$ cat src/rtl/regfile_pkg.sv
// Shared types and constants for the multi-port register file.
package regfile_pkg;

  typedef enum logic {
    RF_CLEAR,
    RF_RUN
  } rf_state_e;

  localparam int unsigned RF_ZERO_IDX = '0;

endpackage

$ cat src/rtl/regfile_scoreboard.sv
// Pending-write scoreboard: one bit per register, set on issue, cleared on writeback.
module regfile_scoreboard
  import regfile_pkg::*;
#(
  parameter int unsigned ADDRESS_WIDTH = 5,
  parameter int unsigned READ_PORTS    = 2
) (
  input  logic                                iClk,
  input  logic                                iRst,
  input  logic                                flush,
  input  logic                                set_en,
  input  logic [ADDRESS_WIDTH-1:0]            set_addr,
  input  logic                                clr_en,
  input  logic [ADDRESS_WIDTH-1:0]            clr_addr,
  input  logic [READ_PORTS*ADDRESS_WIDTH-1:0] read_addr,
  output logic [READ_PORTS-1:0]               busy
);

  localparam int unsigned DEPTH = 2 ** ADDRESS_WIDTH;

  logic [DEPTH-1:0] sb;

  // Bit 0 is only ever loaded by reset/flush, so it stays 0.
  // Set is checked before clear so a same-cycle reissue keeps the register pending.
  always_ff @(posedge iClk or posedge iRst) begin
    if (iRst) begin
      sb <= '0;
    end else if (flush) begin
      sb <= '0;
    end else begin
      for (int unsigned r = RF_ZERO_IDX + 1; r < DEPTH; r++) begin
        if (set_en && set_addr == ADDRESS_WIDTH'(r)) begin
          sb[r] <= 1'b1;
        end else if (clr_en && clr_addr == ADDRESS_WIDTH'(r)) begin
          sb[r] <= 1'b0;
        end
      end
    end
  end

  always_comb begin
    busy = '0;
    for (int unsigned p = 0; p < READ_PORTS; p++) begin
      busy[p] = sb[read_addr[p*ADDRESS_WIDTH +: ADDRESS_WIDTH]];
    end
  end

endmodule

$ cat src/rtl/regfile_multiport.sv
// Decode-stage integer register file: async read ports with write bypass,
// one sync write port, x0 hardwired to zero, pending-write scoreboard and clear engine.
module regfile_multiport
  import regfile_pkg::*;
#(
  parameter int unsigned ADDRESS_WIDTH = 5,
  parameter int unsigned DATA_WIDTH    = 32,
  parameter int unsigned READ_PORTS    = 2,
  parameter int unsigned BYPASS        = 1
) (
  input  logic                                iClk,
  input  logic                                iRst,
  input  logic                                iWriteEn,
  input  logic [ADDRESS_WIDTH-1:0]            iWriteAddress,
  input  logic [DATA_WIDTH-1:0]               iDataIn,
  input  logic [READ_PORTS*ADDRESS_WIDTH-1:0] iReadAddress,
  output logic [READ_PORTS*DATA_WIDTH-1:0]    oRegData,
  output logic [READ_PORTS-1:0]               oBusy,
  input  logic                                iIssueEn,
  input  logic [ADDRESS_WIDTH-1:0]            iIssueAddress,
  input  logic                                iClearReq,
  output logic                                oReady
);

  localparam int unsigned DEPTH = 2 ** ADDRESS_WIDTH;
  localparam logic [ADDRESS_WIDTH-1:0] ZERO_ADDR = ADDRESS_WIDTH'(RF_ZERO_IDX);
  localparam logic [ADDRESS_WIDTH-1:0] FIRST_IDX = ADDRESS_WIDTH'(1);

  rf_state_e               state;
  logic [ADDRESS_WIDTH-1:0] clr_idx;
  logic                     ready_q;

  logic [DATA_WIDTH-1:0]    mem [DEPTH];
  logic                     mem_we;
  logic [ADDRESS_WIDTH-1:0] mem_waddr;
  logic [DATA_WIDTH-1:0]    mem_wdata;

  logic                     running;
  logic                     accept;
  logic [READ_PORTS-1:0]    sb_busy;

  assign running = (state == RF_RUN);
  // A clear request in RUN drops any same-cycle write or issue.
  assign accept  = running && !iClearReq;

  always_ff @(posedge iClk or posedge iRst) begin
    if (iRst) begin
      state   <= RF_CLEAR;
      clr_idx <= FIRST_IDX;
      ready_q <= 1'b0;
    end else begin
      case (state)
        RF_CLEAR: begin
          clr_idx <= clr_idx + FIRST_IDX;
          if (clr_idx == '1) begin
            state   <= RF_RUN;
            ready_q <= 1'b1;
          end
        end
        RF_RUN: begin
          if (iClearReq) begin
            state   <= RF_CLEAR;
            clr_idx <= FIRST_IDX;
            ready_q <= 1'b0;
          end
        end
        default: begin
          state   <= RF_CLEAR;
          clr_idx <= FIRST_IDX;
          ready_q <= 1'b0;
        end
      endcase
    end
  end

  assign oReady = ready_q;

  always_comb begin
    mem_we    = 1'b0;
    mem_waddr = iWriteAddress;
    mem_wdata = iDataIn;
    if (!running) begin
      mem_we    = 1'b1;
      mem_waddr = clr_idx;
      mem_wdata = '0;
    end else if (accept && iWriteEn && iWriteAddress != ZERO_ADDR) begin
      mem_we = 1'b1;
    end
  end

  // No reset on the array so it maps onto RAM; the clear engine zeroes it instead.
  always_ff @(posedge iClk) begin
    if (mem_we) begin
      mem[mem_waddr] <= mem_wdata;
    end
  end

  regfile_scoreboard #(
    .ADDRESS_WIDTH (ADDRESS_WIDTH),
    .READ_PORTS    (READ_PORTS)
  ) u_scoreboard (
    .iClk      (iClk),
    .iRst      (iRst),
    .flush     (running && iClearReq),
    .set_en    (accept && iIssueEn),
    .set_addr  (iIssueAddress),
    .clr_en    (accept && iWriteEn),
    .clr_addr  (iWriteAddress),
    .read_addr (iReadAddress),
    .busy      (sb_busy)
  );

  for (genvar p = 0; p < READ_PORTS; p++) begin : g_port
    logic [ADDRESS_WIDTH-1:0] addr;
    logic                     write_hit;
    logic                     issue_hit;
    logic [DATA_WIDTH-1:0]    rd;

    assign addr      = iReadAddress[p*ADDRESS_WIDTH +: ADDRESS_WIDTH];
    assign write_hit = (BYPASS != 0) && iWriteEn && (iWriteAddress == addr);
    assign issue_hit = iIssueEn && (iIssueAddress == addr);

    always_comb begin
      rd = '0;
      if (running && addr != ZERO_ADDR) begin
        rd = write_hit ? iDataIn : mem[addr];
      end
    end

    assign oRegData[p*DATA_WIDTH +: DATA_WIDTH] = rd;
    // A bypassed write hides the hazard unless the same cycle reissues to it.
    assign oBusy[p] = running && sb_busy[p] && !(write_hit && !issue_hit);
  end

endmodule

$ cat config.mk
export PLATFORM = sky130hd
export DESIGN_NAME = regfile_multiport
export DESIGN_NICKNAME = d
export VERILOG_FILES = /design/src/rtl/regfile_pkg.sv /design/src/rtl/regfile_scoreboard.sv /design/src/rtl/regfile_multiport.sv
export SDC_FILE = /design/constraint.sdc
export NUM_CORES = 1
export LEC_CHECK = 0
export ABC_CLOCK_PERIOD_IN_PS = 10400
export BUFFER_PORTS_ARGS = -buffer_cell sky130_fd_sc_hd__clkbuf_2
export CAP_MARGIN = 10
export CORE_ASPECT_RATIO = 0.8
export CORE_UTILIZATION = 35
export CTS_CLUSTER_DIAMETER = 40
export DETAILED_ROUTE_END_ITERATION = 12
export PLACE_DENSITY = 0.51
export SETUP_SLACK_MARGIN = 0.02
export SYNTH_ARGS = -nofsm -noshare
export SYNTH_HDL_FRONTEND = slang
export SYNTH_SLANG_ARGS = --single-unit
$ cat constraint.sdc
create_clock -name iClk -period 10.4 [get_ports iClk]
set_clock_uncertainty 0.1 [all_clocks]
set_input_delay 3.12 -clock iClk [delete_from_list [all_inputs] [get_ports iClk]]
set_output_delay 3.12 -clock iClk [all_outputs]
set_load 0.05 [all_outputs]
# Word level (Yosys, flattened, before mapping)
# Memories as Yosys holds them, arrays and structs flattened.
# Cells that the tools add are included.
# Widths: inputs -> output; s select.
# totals
regBits	38
in_bits	57
elab_cells	312
mem_bits_rw	1024
n_memories	1
out_inout_bits	67
# memory_table
memory	depth	word_bits	rd	rd_ports_with_merged_regs	wr	line_no	text
mem	32	32	2	0	1	regfile_multiport.sv:33	logic [DATA_WIDTH-1:0] mem [DEPTH];
# op_classes
reduce_logical	119
mux	85
add_sub_neg	1
magnitude_cmp	2
eq_ne	69
bitwise	1
# ops
operator	n
$eq 5x5->1 const B	33
$mux 32	5
$reduce_bool 3->1	31
$eq 5x4->1 const B	16
$logic_and 1x1->1	79
$mux 1	72
$eq 5x3->1 const B	8
$mux 31	1
$eq 5x2->1 const B	4
$eq 5x5->1	4
$reduce_bool 5->1	3
$lt 5x6->1 const B	2
$bmux 1 s5	2
$eq 5x1->1 const B	2
$mux 5	2
$pmux 5 s2	1
$add 5x1->5 const B	1
$logic_not 1->1	5
$ne 2x2->1 const B	2
$pmux 1 s2	2
$reduce_and 2->1	1
$not 1->1	1

# Depth between registers and ports, before layout
# depth
word_depth	8
depth_mapped	9
depth_no_buf	5

# Cells and area by module
# Synthesis repeated with hierarchy kept, for this count alone.
# unflattened
cells_unflattened	3024
hier_area_um2	51354.3
# modules_own_cells
mod	seq_area_each_um2	n_inst	cells_per_inst	area_per_inst_um2
regfile_multiport	30925.9	1	2784	49318.6
regfile_scoreboard	775.7	1	240	2035.7

# Worst setup path after synthesis
# Ideal clock, no wire load.
# synth_path
path_type	input-to-output
start	in iReadAddress[1]
end	out oBusy[0]
path_buffers	4
arrival_time_ns	5.438
required_ns	7.180
path_stages	8
path_slack_ns	1.742
cell_sequence	buf_2 buf_4 buf_2 buf_2 xor2_1 nor4_1 a31oi_1 nor3b_1
# synth_between
elab_chain_len	6
word_cells_on_any_way	11
cone_classes	eq/ne (2); mux (2); reduce/logical (7)
# synth_lines
element	line_no	text
start: declaration	regfile_multiport.sv:16	input logic [READ_PORTS*ADDRESS_WIDTH-1:0] iReadAddress,
parallel branches: the longest is 5 deep, another holds $bmux 1 s5	-	
$logic_and 1x1->1 (*)	regfile_multiport.sv:132	assign oBusy[p] = running && sb_busy[p] && !(write_hit && !issue_hit);
end: declaration	regfile_multiport.sv:18	output logic [READ_PORTS-1:0] oBusy,
# Every way passes the cells marked *. The select of a mux whose other input is x is not followed.

# Worst setup path in the final report
# layout_path
start	in iReadAddress[9]
end	out oRegData[46]
# layout_between
elab_chain_len	4
word_cells_on_any_way	7
cone_classes	eq/ne (1); mux (2); reduce/logical (3); memory (1)
# layout_lines
element	line_no	text
parallel branches: the longest is 3 deep, another holds $mem_v2 32x32	-	
$mux 32 (*)	regfile_multiport.sv:125	if (running && addr != ZERO_ADDR) begin
end: declaration	regfile_multiport.sv:17	output logic [READ_PORTS*DATA_WIDTH-1:0] oRegData,
# Every way passes the cells marked *.

==> flow_metrics.py <==
metrics = {
    "setup_path": {
        "r2r_start": "running",
        "r2r_end": "mem[18][0]",
        "path_cells": "buf_4 > xnor2_1 > nand4_1 > o211ai_4 > buf_12 > a211oi_1 > a211o_1 > clkbuf_2",
        "crit_path_start_kind": "input port",
        "critPathSlowestCell": "o211ai_4",
        "regToRegSetupSlack_ns": 5.97,
        "arrival_ns": 6.07,
        "slowest_delay_ns": 0.72,
        "worst-setup-path-type": "in -> out",
        "end_kind": "output pin",
        "worst-r2r-cell-count": 5,
        "cp.required_ns": 7.18,
        "cp_num_buf_inv": 3,
        "worstPathMaxFanout": 43,
        "cpLargestDelayFamily": "compound AO/OA/AOI/OAI gates",
    },
    "timing": {
        "fin_crit_sh": 0.893,
        "setup_violations": 0,
        "fin_crit_ns": 9.29,
        "finalSetupTns_ns": 0,
        "drv_slew": 0,
        "finalHoldViolCount": 0,
        "rsz0062_at_grt": "false",
        "maxSlewHeadroom": 0.209,
        "worst_pin_slew_ns": 1.19,
        "max_freq_ghz": 0.108,
    },
    "clock_network": {
        "postCtsHoldBufs": 0,
        "tritoncts": "yes",
        "cts_setup_buffers": 0,
        "numCtsBuffers": 143,
        "htreeDepth": 4,
        "clock_latency_ns": 0.75,
        "root_buffer": "clkbuf_16",
        "clockBufferDepth": 3,
        "clkTransAtPathRegs_ns": 0.04,
        "cts_resized": 0,
        "clock-sinks": 1062,
    },
    "die": {
        "fp.dieArea_sq_um": 146000,
        "die_x_um": 427,
        "core_area_sq_um": 143000,
        "initial_core_util": 0.353,
        "ios": 124,
        "num_rows": 124,
        "die_y_um": 342,
    },
    "synth": {
        "synth_edf_count": 1024,
        "synthMuxAreaShare": 0.243,
        "synthAdderAreaFrac": 0.000495,
        "ys_warn_count": 0,
        "ys_seq_area_frac": 0.627,
        "yosys.area_share.simple": 0.0314,
        "syn_nets": 2796,
        "ys.flop_type": "edfxtp_1",
        "postSynthCellCount": 2737,
        "synthArstFlopShare": 0.0358,
        "synth-compound-area-share": 0.0711,
        "synth_top_family_by_area": "multiplexers",
        "avgSynthCellArea_sq_um": 18.5,
        "synth_xor_area_frac": 0.00347,
        "synth-seq-cells": 1062,
        "synth_area_sq_um": 50500,
        "yosysUniqueCellTypes": 54,
    },
    "pwr": {
        "p_seq_frac": 0.441,
        "p_clk_frac": 0.391,
        "leakagePower_nw": 19.3,
        "cellPowerDensity_nw_per_um2": 213,
        "switchingPower_mw": 3.62,
        "swShare": 0.289,
        "vdd_drop_max_v": 0.000197,
        "pwr-share-comb": 0.168,
        "p_int_mw": 8.91,
    },
    "route": {
        "postRouteWirelength_um": 173000,
        "via_count": 30639,
        "wire_per_inst_um": 35.5,
        "drt_first_pass_iters": 6,
        "remaining_drc_errors": 0,
        "drtIter0Drc": 3740,
        "viasPerCell": 6.31,
        "detail-route-antenna-nets": 0,
    },
    "global_routing": {
        "gr-max-usage-layer": "met2",
        "grt_pass1_vias": 31484,
        "gr-usage-met2": 0.373,
        "gr-usage-all-layers": 0.237,
        "use_met3": 0.0450,
        "grt_pass1_wl_um": 242000,
        "globalRoute.totalOverflow": 0,
        "grt_start_max_net_pins": 123,
        "grtUsageMet1": 0.323,
        "grt_antenna_before_repair": 3,
    },
    "layout": {
        "fin_nets": 2913,
        "diodes": 0,
        "fin_cells": 4859,
        "drive_gt1_frac": 0.328,
        "fillerInstances": 12627,
        "layout_commonest_cell": "edfxtp_1",
        "areaGrowthSynthToFinish_pct": 16.6,
        "final_cell_mix": "edfxtp_1, mux4_2, mux2i_1",
    },
    "min_path": {
        "hold_path_depth": 1,
        "hold_path_end": "clr_idx[3]",
        "hold_path.class": "reg -> reg",
        "min_from": "clr_idx[3]",
    },
    "status": {
        "outcome": "finished clean",
    },
    "place": {
        "dp.cells": 4597,
        "gp_congestion": 0.811,
        "hpwl_um": 92700,
        "place.port_buffers": 123,
    },
    "flow_run": {
        "maxCapViolations": 0,
    },
}
Yosys cell counts, drive strengths merged (7+ instances only):
| cell | number | area, sq um |
|---|---|---|
| a211o | 56 | 490 |
| a211oi | 92 | 691 |
| a21oi | 38 | 190 |
| a22o | 27 | 236 |
| a22oi | 67 | 503 |
| a31oi | 40 | 250 |
| a32o | 61 | 611 |
| and2 | 37 | 231 |
| buf | 139 | 761 |
| clkbuf | 103 | 388 |
| dfrtp | 37 | 926 |
| edfxtp | 1024 | 30700 |
| inv | 9 | 33.8 |
| mux2 | 10 | 113 |
| mux2i | 156 | 1560 |
| mux4 | 470 | 10600 |
| nand2 | 82 | 308 |
| nand2b | 8 | 50.1 |
| nand3 | 14 | 70.1 |
| nor2 | 52 | 195 |
| nor2b | 45 | 282 |
| nor3b | 37 | 278 |
| o21ai | 10 | 50.1 |
| o221ai | 26 | 228 |
| o22ai | 32 | 200 |
| o31ai | 7 | 57.6 |
| xnor2 | 8 | 70.1 |
| xor2 | 12 | 105 |
metal layers:
layer / part of all wire / wire length, um / up-vias
met4: 0.037 / 6370 / 0
met1: 0.41 / 70800 / 16564
met2: 0.47 / 81500 / 1632
li1: - / - / 12087
met5: 0 / 0 / -
met3: 0.081 / 14000 / 356
state kept, by name, indices dropped and copies added (netlist names):
name / cells
oReady: 1
mem: 1024
running: 1
u_scoreboard.sb: 31
clr_idx: 5
kinds of logic after synthesis:
kind of cell             count (synthesis)
AO/OA/AOI/OAI                          465
buffers and inverters                  251
AND/OR/NAND/NOR                        301
adder cells (fa/ha/maj)                  2
multiplexers                           636
XOR/XNOR                                20
flip-flops                            1062
worst max path at each step:
stage	start	end	slack (ns)	depth (start not counted)
after floorplan	iReadAddress[1]	oBusy[0]	1.74	8
after global placement	iReadAddress[9]	oRegData[46]	1.15	8
after detailed placement	iReadAddress[5]	oRegData[44]	1.19	8
after CTS	iReadAddress[1]	oRegData[20]	1.18	7
after global routing	iReadAddress[1]	oRegData[20]	1.06	8
final	iReadAddress[9]	oRegData[46]	1.11	8
metrics by stage:
step	hold WS (ns)	cell area (sq um)	worst slack (ns)	total power [mW]	util
global route	0.462	58900	1.06	12.9	0.412
global placement	0.418	54100	1.15	7.63	0.378
detailed placement	0.429	54100	1.19	7.70	0.378
CTS	0.436	58900	1.18	12.6	0.412
floorplan	0.375	50500	1.74	6.71	-
finish	0.438	58900	1.11	12.5	0.412
cell type report:
cell class	instances	area [sq um]	share of cell area
clock buffers	159	3720	0.0632
clock inverters	101	1020	0.0173
inverters	9	33.8	0.000574
multi-input cells	1424	18000	0.305
flip-flops and latches	1062	31700	0.538
well taps	1890	2360	0.0401
repair buffers	214	2090	0.0355
power by group through the flow:
stage,Sequential (mW),Clock (mW),Combinational (mW)
floorplan,5.53,0,1.17
global placement,5.56,0,2.07
finish,5.53,4.90,2.11
detailed placement,5.61,0,2.09
global route,5.57,5.14,2.19
CTS,5.52,4.98,2.10
worst reg2reg max path, cell delays in order, from the launching register on:
cell and delay (ns):
dfrtp_4 0.67, buf_4 0.77, mux2i_1 0.56, nand4_1 0.47
nor2_4 0.78, buf_4 0.67
(Power assumes the default switching activity.)
